### src/rtl/t04_display_responder.sv
// rtl/t04_display_responder.sv - MMIO display register endpoint feeding an 8080-style parallel LCD write engine
module t04_display_responder #(
    parameter logic [31:0] BASE_ADDR = 32'h0000_F000,
    parameter int          WR_LOW    = 2,
    parameter int          WR_HIGH   = 2
) (
    input  logic        clk,
    input  logic        nrst,
    input  logic [31:0] display_address,
    input  logic [31:0] mem_store_display,
    input  logic        WEN,
    output logic        d_ack_display,
    output logic        lcd_cs_n,
    output logic        lcd_dc,
    output logic        lcd_wr_n,
    output logic [7:0]  lcd_data,
    output logic        lcd_busy
);

    localparam int CNT_MAX = (WR_LOW > WR_HIGH) ? WR_LOW : WR_HIGH;
    localparam int CW      = $clog2(CNT_MAX + 1);
    localparam logic [CW-1:0] LO_LAST = CW'(WR_LOW - 1);
    localparam logic [CW-1:0] HI_LAST = CW'(WR_HIGH - 1);

    typedef struct packed {
        logic        dc;
        logic        two_byte;
        logic [15:0] data;
    } entry_t;

    typedef enum logic [1:0] {
        S_IDLE,
        S_SETUP,
        S_WR_LO,
        S_WR_HI
    } state_t;

    state_t          state, state_next;
    logic [CW-1:0]   cnt, cnt_next;
    logic            pop, load_second;

    entry_t          fifo_mem [4];
    logic [1:0]      wr_ptr, rd_ptr;
    logic [2:0]      count;
    entry_t          push_entry;
    entry_t          head;

    logic            served;
    logic            mapped;
    logic            full;
    logic            accept;
    logic            push;
    logic [31:0]     offset;

    logic [7:0]      byte_q;
    logic [7:0]      low_q;
    logic            dc_q;
    logic            second_pending;

    logic            unused_data_hi;
    assign unused_data_hi = ^mem_store_display[31:16];

    // Only exact word offsets 0x0/0x4/0x8 inside the 16-byte window decode to a register.
    assign offset = display_address - BASE_ADDR;
    assign mapped = (offset[31:4] == 28'd0) && (offset[1:0] == 2'b00) && (offset[3:2] != 2'b11);
    assign full   = (count == 3'd4);
    assign accept = WEN && !served && (!mapped || !full);
    assign push   = accept && mapped;

    always_comb begin
        push_entry          = '0;
        push_entry.dc       = (offset[3:2] != 2'b00);
        push_entry.two_byte = (offset[3:2] == 2'b10);
        push_entry.data     = mem_store_display[15:0];
    end

    assign head = fifo_mem[rd_ptr];

    always_ff @(posedge clk or negedge nrst) begin
        if (!nrst) begin
            served        <= 1'b0;
            d_ack_display <= 1'b0;
        end else begin
            d_ack_display <= accept;
            if (accept) begin
                served <= 1'b1;
            end else if (!WEN) begin
                served <= 1'b0;
            end
        end
    end

    always_ff @(posedge clk) begin
        if (push) begin
            fifo_mem[wr_ptr] <= push_entry;
        end
    end

    always_ff @(posedge clk or negedge nrst) begin
        if (!nrst) begin
            wr_ptr <= 2'd0;
            rd_ptr <= 2'd0;
            count  <= 3'd0;
        end else begin
            if (push) begin
                wr_ptr <= wr_ptr + 2'd1;
            end
            if (pop) begin
                rd_ptr <= rd_ptr + 2'd1;
            end
            case ({push, pop})
                2'b10:   count <= count + 3'd1;
                2'b01:   count <= count - 3'd1;
                default: count <= count;
            endcase
        end
    end

    always_ff @(posedge clk or negedge nrst) begin
        if (!nrst) begin
            state <= S_IDLE;
            cnt   <= '0;
        end else begin
            state <= state_next;
            cnt   <= cnt_next;
        end
    end

    // A pop happens on the edge that enters SETUP, so the byte is on the bus for the whole SETUP cycle.
    always_comb begin
        state_next  = state;
        cnt_next    = cnt;
        pop         = 1'b0;
        load_second = 1'b0;
        case (state)
            S_IDLE: begin
                if (count != 3'd0) begin
                    state_next = S_SETUP;
                    pop        = 1'b1;
                end
            end
            S_SETUP: begin
                state_next = S_WR_LO;
                cnt_next   = '0;
            end
            S_WR_LO: begin
                if (cnt == LO_LAST) begin
                    state_next = S_WR_HI;
                    cnt_next   = '0;
                end else begin
                    cnt_next = cnt + 1'b1;
                end
            end
            S_WR_HI: begin
                if (cnt == HI_LAST) begin
                    cnt_next = '0;
                    if (second_pending) begin
                        state_next  = S_SETUP;
                        load_second = 1'b1;
                    end else if (count != 3'd0) begin
                        state_next = S_SETUP;
                        pop        = 1'b1;
                    end else begin
                        state_next = S_IDLE;
                    end
                end else begin
                    cnt_next = cnt + 1'b1;
                end
            end
            default: begin
                state_next = S_IDLE;
                cnt_next   = '0;
            end
        endcase
    end

    always_ff @(posedge clk or negedge nrst) begin
        if (!nrst) begin
            byte_q         <= 8'h00;
            low_q          <= 8'h00;
            dc_q           <= 1'b0;
            second_pending <= 1'b0;
        end else if (pop) begin
            byte_q         <= head.two_byte ? head.data[15:8] : head.data[7:0];
            low_q          <= head.data[7:0];
            dc_q           <= head.dc;
            second_pending <= head.two_byte;
        end else if (load_second) begin
            byte_q         <= low_q;
            second_pending <= 1'b0;
        end
    end

    assign lcd_cs_n = (state == S_IDLE);
    assign lcd_wr_n = (state != S_WR_LO);
    assign lcd_dc   = dc_q;
    assign lcd_data = byte_q;
    assign lcd_busy = (count != 3'd0) || (state != S_IDLE);

endmodule

### config.mk
export PLATFORM = sky130hd
export DESIGN_NAME = t04_display_responder
export DESIGN_NICKNAME = d
export VERILOG_FILES = /design/src/rtl/t04_display_responder.sv
export SDC_FILE = /design/constraint.sdc
export NUM_CORES = 1
export LEC_CHECK = 0
export CAP_MARGIN = 20
export CELL_PAD_IN_SITES_DETAIL_PLACEMENT = 1
export CELL_PAD_IN_SITES_GLOBAL_PLACEMENT = 1
export CORE_MARGIN = 4
export CORE_UTILIZATION = 40
export CTS_BUF_LIST = sky130_fd_sc_hd__clkbuf_16
export DETAILED_ROUTE_END_ITERATION = 10
export PLACE_DENSITY = 0.76
export SYNTH_ARGS = -nofsm -noshare
export SYNTH_HDL_FRONTEND = slang
export SYNTH_SLANG_ARGS = --single-unit
### constraint.sdc
create_clock -name clk -period 6.3 [get_ports clk]
set_input_delay 0.945 -clock clk [delete_from_list [all_inputs] [get_ports clk]]
set_output_delay 0.945 -clock clk [all_outputs]
set_load 0.01 [all_outputs]
==> impl_metrics.toml <==
[power]
p_per_area_nw_per_um2 = 399
p_leak_nw = 2.05
irDropWorstVdd_uv = 219
sw_frac_of_total = 0.303
total_power_w = 0.00221
power_switching_w = 0.000669
power_frac_seq = 0.419
power_frac_clock = 0.250
p_int_w = 0.00154
pwr-share-comb = 0.331

[yosys]
synth_edf_count = 72
yosys.area.top_type_share = 0.488
synthCells = 247
ys_seq_elements = 103
yosysTopAreaCell = "edfxtp_1"
async_flop_share = 0.301
synth_cell_types = 46
yosysMostFrequentCell = "edfxtp_1"
netlist_top_cells_count = "edfxtp_1 (72), dfrtp_1 (31), inv_1 (10), mux4_1 (10)"
synth_area_leaders = "edfxtp_1 (49%), dfrtp_1 (17%), mux4_1 (5.9%), mux4_2 (4.1%), mux2_4 (2.7%)"
synth_area_per_cell_sq_um = 18.0
synth_nets = 323
ys.warnings.count = 0
netlist_area_sq_um = 4430
synth_ff_type = "edfxtp_1"
ys_seq_area_frac = 0.663

[clocking]
postCtsHoldBufs = 0
tritoncts = "done"
insertion_delay_ps = 350
root_buffer = "clkbuf_16"
clockBufferDepth = 2
cts_setup_buffers = 0
cts_resized = 0
path_clk_slew_ps = 60
htreeDepth = 3
numCtsBuffers = 9
cts.sinks = 103

[layout]
diodes = 0
fill_cells = 1040
nets = 392
area_growth_pct = 24.7
drive_above_1_share = 0.212

[global_routing]
gr-usage-all-layers = 0.147
grt_max_degree = 32
overflow = 0
grt_first_pass_wirelength_um = 14300
grt_pass1_vias = 2674
antenna_found_initial = 0

[run_status]
status = "completed"

[min_path]
min_path_type = "flop to flop"
holdPathStages = 1
min-delay-start = "lcd_dc"
hold_path_end = "lcd_dc"

[routing]
routed_wl_um = 8860
drt-initial-drc-count = 114
wl_per_cell_um = 19.2
via_count = 2356
drt_pass1_iterations = 4
avgViaCountPerCell = 5.11
drc_errors = 0
final_antenna_net_count = 0

[floorplanning]
die_w_um = 113
fp.dieH_um = 113
rows = 38
start_util = 0.409
ios = 80
fp.coreArea_sq_um = 10800
dieArea_sq_um = 12800

[timing]
slew_viol_final = 0
fmaxAchievable_mhz = 319
tns_ps = 0
hold_viol_final = 0
worst_pin_slew_ps = 890
finalCritPeriodShare = 0.498
clock_skew_ps = 8.09
period_needed_ps = 3140
fin_hold_ws_ps = 509
setup_viol = 0
rsz0062_at_grt = "false"
slew_headroom = 0.407

[setup_path]
timing.reg2reg.worst_path_depth = 10
path_class = "primary input to flop"
worst-r2r-setup-slack_ps = 3910
worstPathRequired_ps = 6530
endpoint_kind = "flop"
cp_slowest_stage_delay_ps = 470
timing.rr.end = "count[2]"
r2r_start = "state[0]"
cp.arrival_ps = 3360
cp_max_fo = 7
crit_path_start_kind = "primary input"
slowest_stage = "nor4_4"
worstPathCellList = "clkdlybuf4s50_1 > nor4_1 > nand4_1 > nor4_4 > inv_1 > ha_1 > inv_1 > fa_1 > xor2_1 > nor2_1 > xor2_1"

[placement]
hpwl_um = 5900
portBuffers = 63
gp_congestion = 0.702

[job]
cap_violations = 0
power groups by stage:
stage	Combinational [W]	Sequential, W	Clock (W)
2_1_floorplan	0.000541	0.000888	0
3_3_place_gp	0.000664	0.000950	0
3_5_place_dp	0.000728	0.000942	0
4_1_cts	0.000744	0.000929	0.000566
5_1_grt	0.000793	0.000943	0.000596
6_report	0.000731	0.000925	0.000551
worst max path at each step:
| stage | endpoint | slack, ps | startpoint |
|---|---|---|---|
| 3_5_place_dp | count[2] | 2830 | display_address[22] |
| 3_3_place_gp | count[2] | 2890 | display_address[29] |
| 4_1_cts | count[2] | 3160 | display_address[22] |
| 2_1_floorplan | count[2] | 3550 | display_address[29] |
| 6_report | count[2] | 3160 | display_address[22] |
| 5_1_grt | count[2] | 2980 | display_address[25] |
sequential cells by signal, summed over array words and instances (netlist names):
name	flops
count	3
rd_ptr	2
wr_ptr	2
lcd_data	8
lcd_dc	1
d_ack_display	1
low_q	8
cnt	2
served	1
state	2
fifo_mem	72
second_pending	1
per-stage QoR:
step / util / instances / area (sq um) / worst slack (ps)
final: 0.510 / 461 / 5530 / 3160
after global routing: 0.510 / 461 / 5530 / 2980
after CTS: 0.510 / 461 / 5530 / 3160
after detailed placement: 0.482 / 445 / 5230 / 2830
after global placement: 0.480 / 444 / 5200 / 2890
after floorplan: - / 247 / 4430 / 3550
layer usage:
layer	vias to the layer above	track usage	share of wire	wire length, um
met5	-	0	0	0
met4	0	0.0529	0.016	144
met3	12	0.0278	0.029	258
met2	38	0.263	0.53	4690
met1	1204	0.178	0.43	3770
li1	1102	-	-	-
kinds of logic after synthesis:
kind of cell | count (synthesis) | share of synthesized area
AO/OA/AOI/OAI | 20 | 0.0341
multiplexers | 45 | 0.173
flip-flops | 103 | 0.663
adder cells (fa/ha/maj) | 9 | 0.0271
XOR/XNOR | 6 | 0.0119
AND/OR/NAND/NOR | 46 | 0.0683
buffers and inverters | 18 | 0.0234
worst max-delay path, delay by kind of cell:
kind / cells / cell delay [ps]
and+or+nand+nor: 4 / 1150
buffers and inverters: 3 / 560
adders and majority gates: 2 / 410
xor gates and xnor gates: 2 / 290
layout by cell type, fill, tap and decap left out, types with 7 or more instances in the layout:
| cell | count |
|---|---|
| nor2_1 | 7 |
| inv_1 | 11 |
| clkbuf_16 | 9 |
| o21ai_2 | 7 |
| ha_1 | 8 |
| edfxtp_1 | 72 |
| mux2i_1 | 9 |
| mux2_2 | 9 |
| clkdlybuf4s50_1 | 63 |
| mux2_4 | 8 |
| nand2_2 | 7 |
| dfrtp_1 | 31 |
| mux4_2 | 8 |
| mux4_1 | 10 |
cell type report:
class	instances	area (sq um)	area share
Tap cell	140	175	0.0317
Clock buffer	9	225	0.0407
Timing Repair Buffer	66	673	0.122
Sequential cell	103	2940	0.531
Inverter	10	37.5	0.00679
Clock inverter	7	73.8	0.0134
Multi-Input combinational cell	126	1410	0.254
Note: power is estimated with default switching activity, not from simulation.
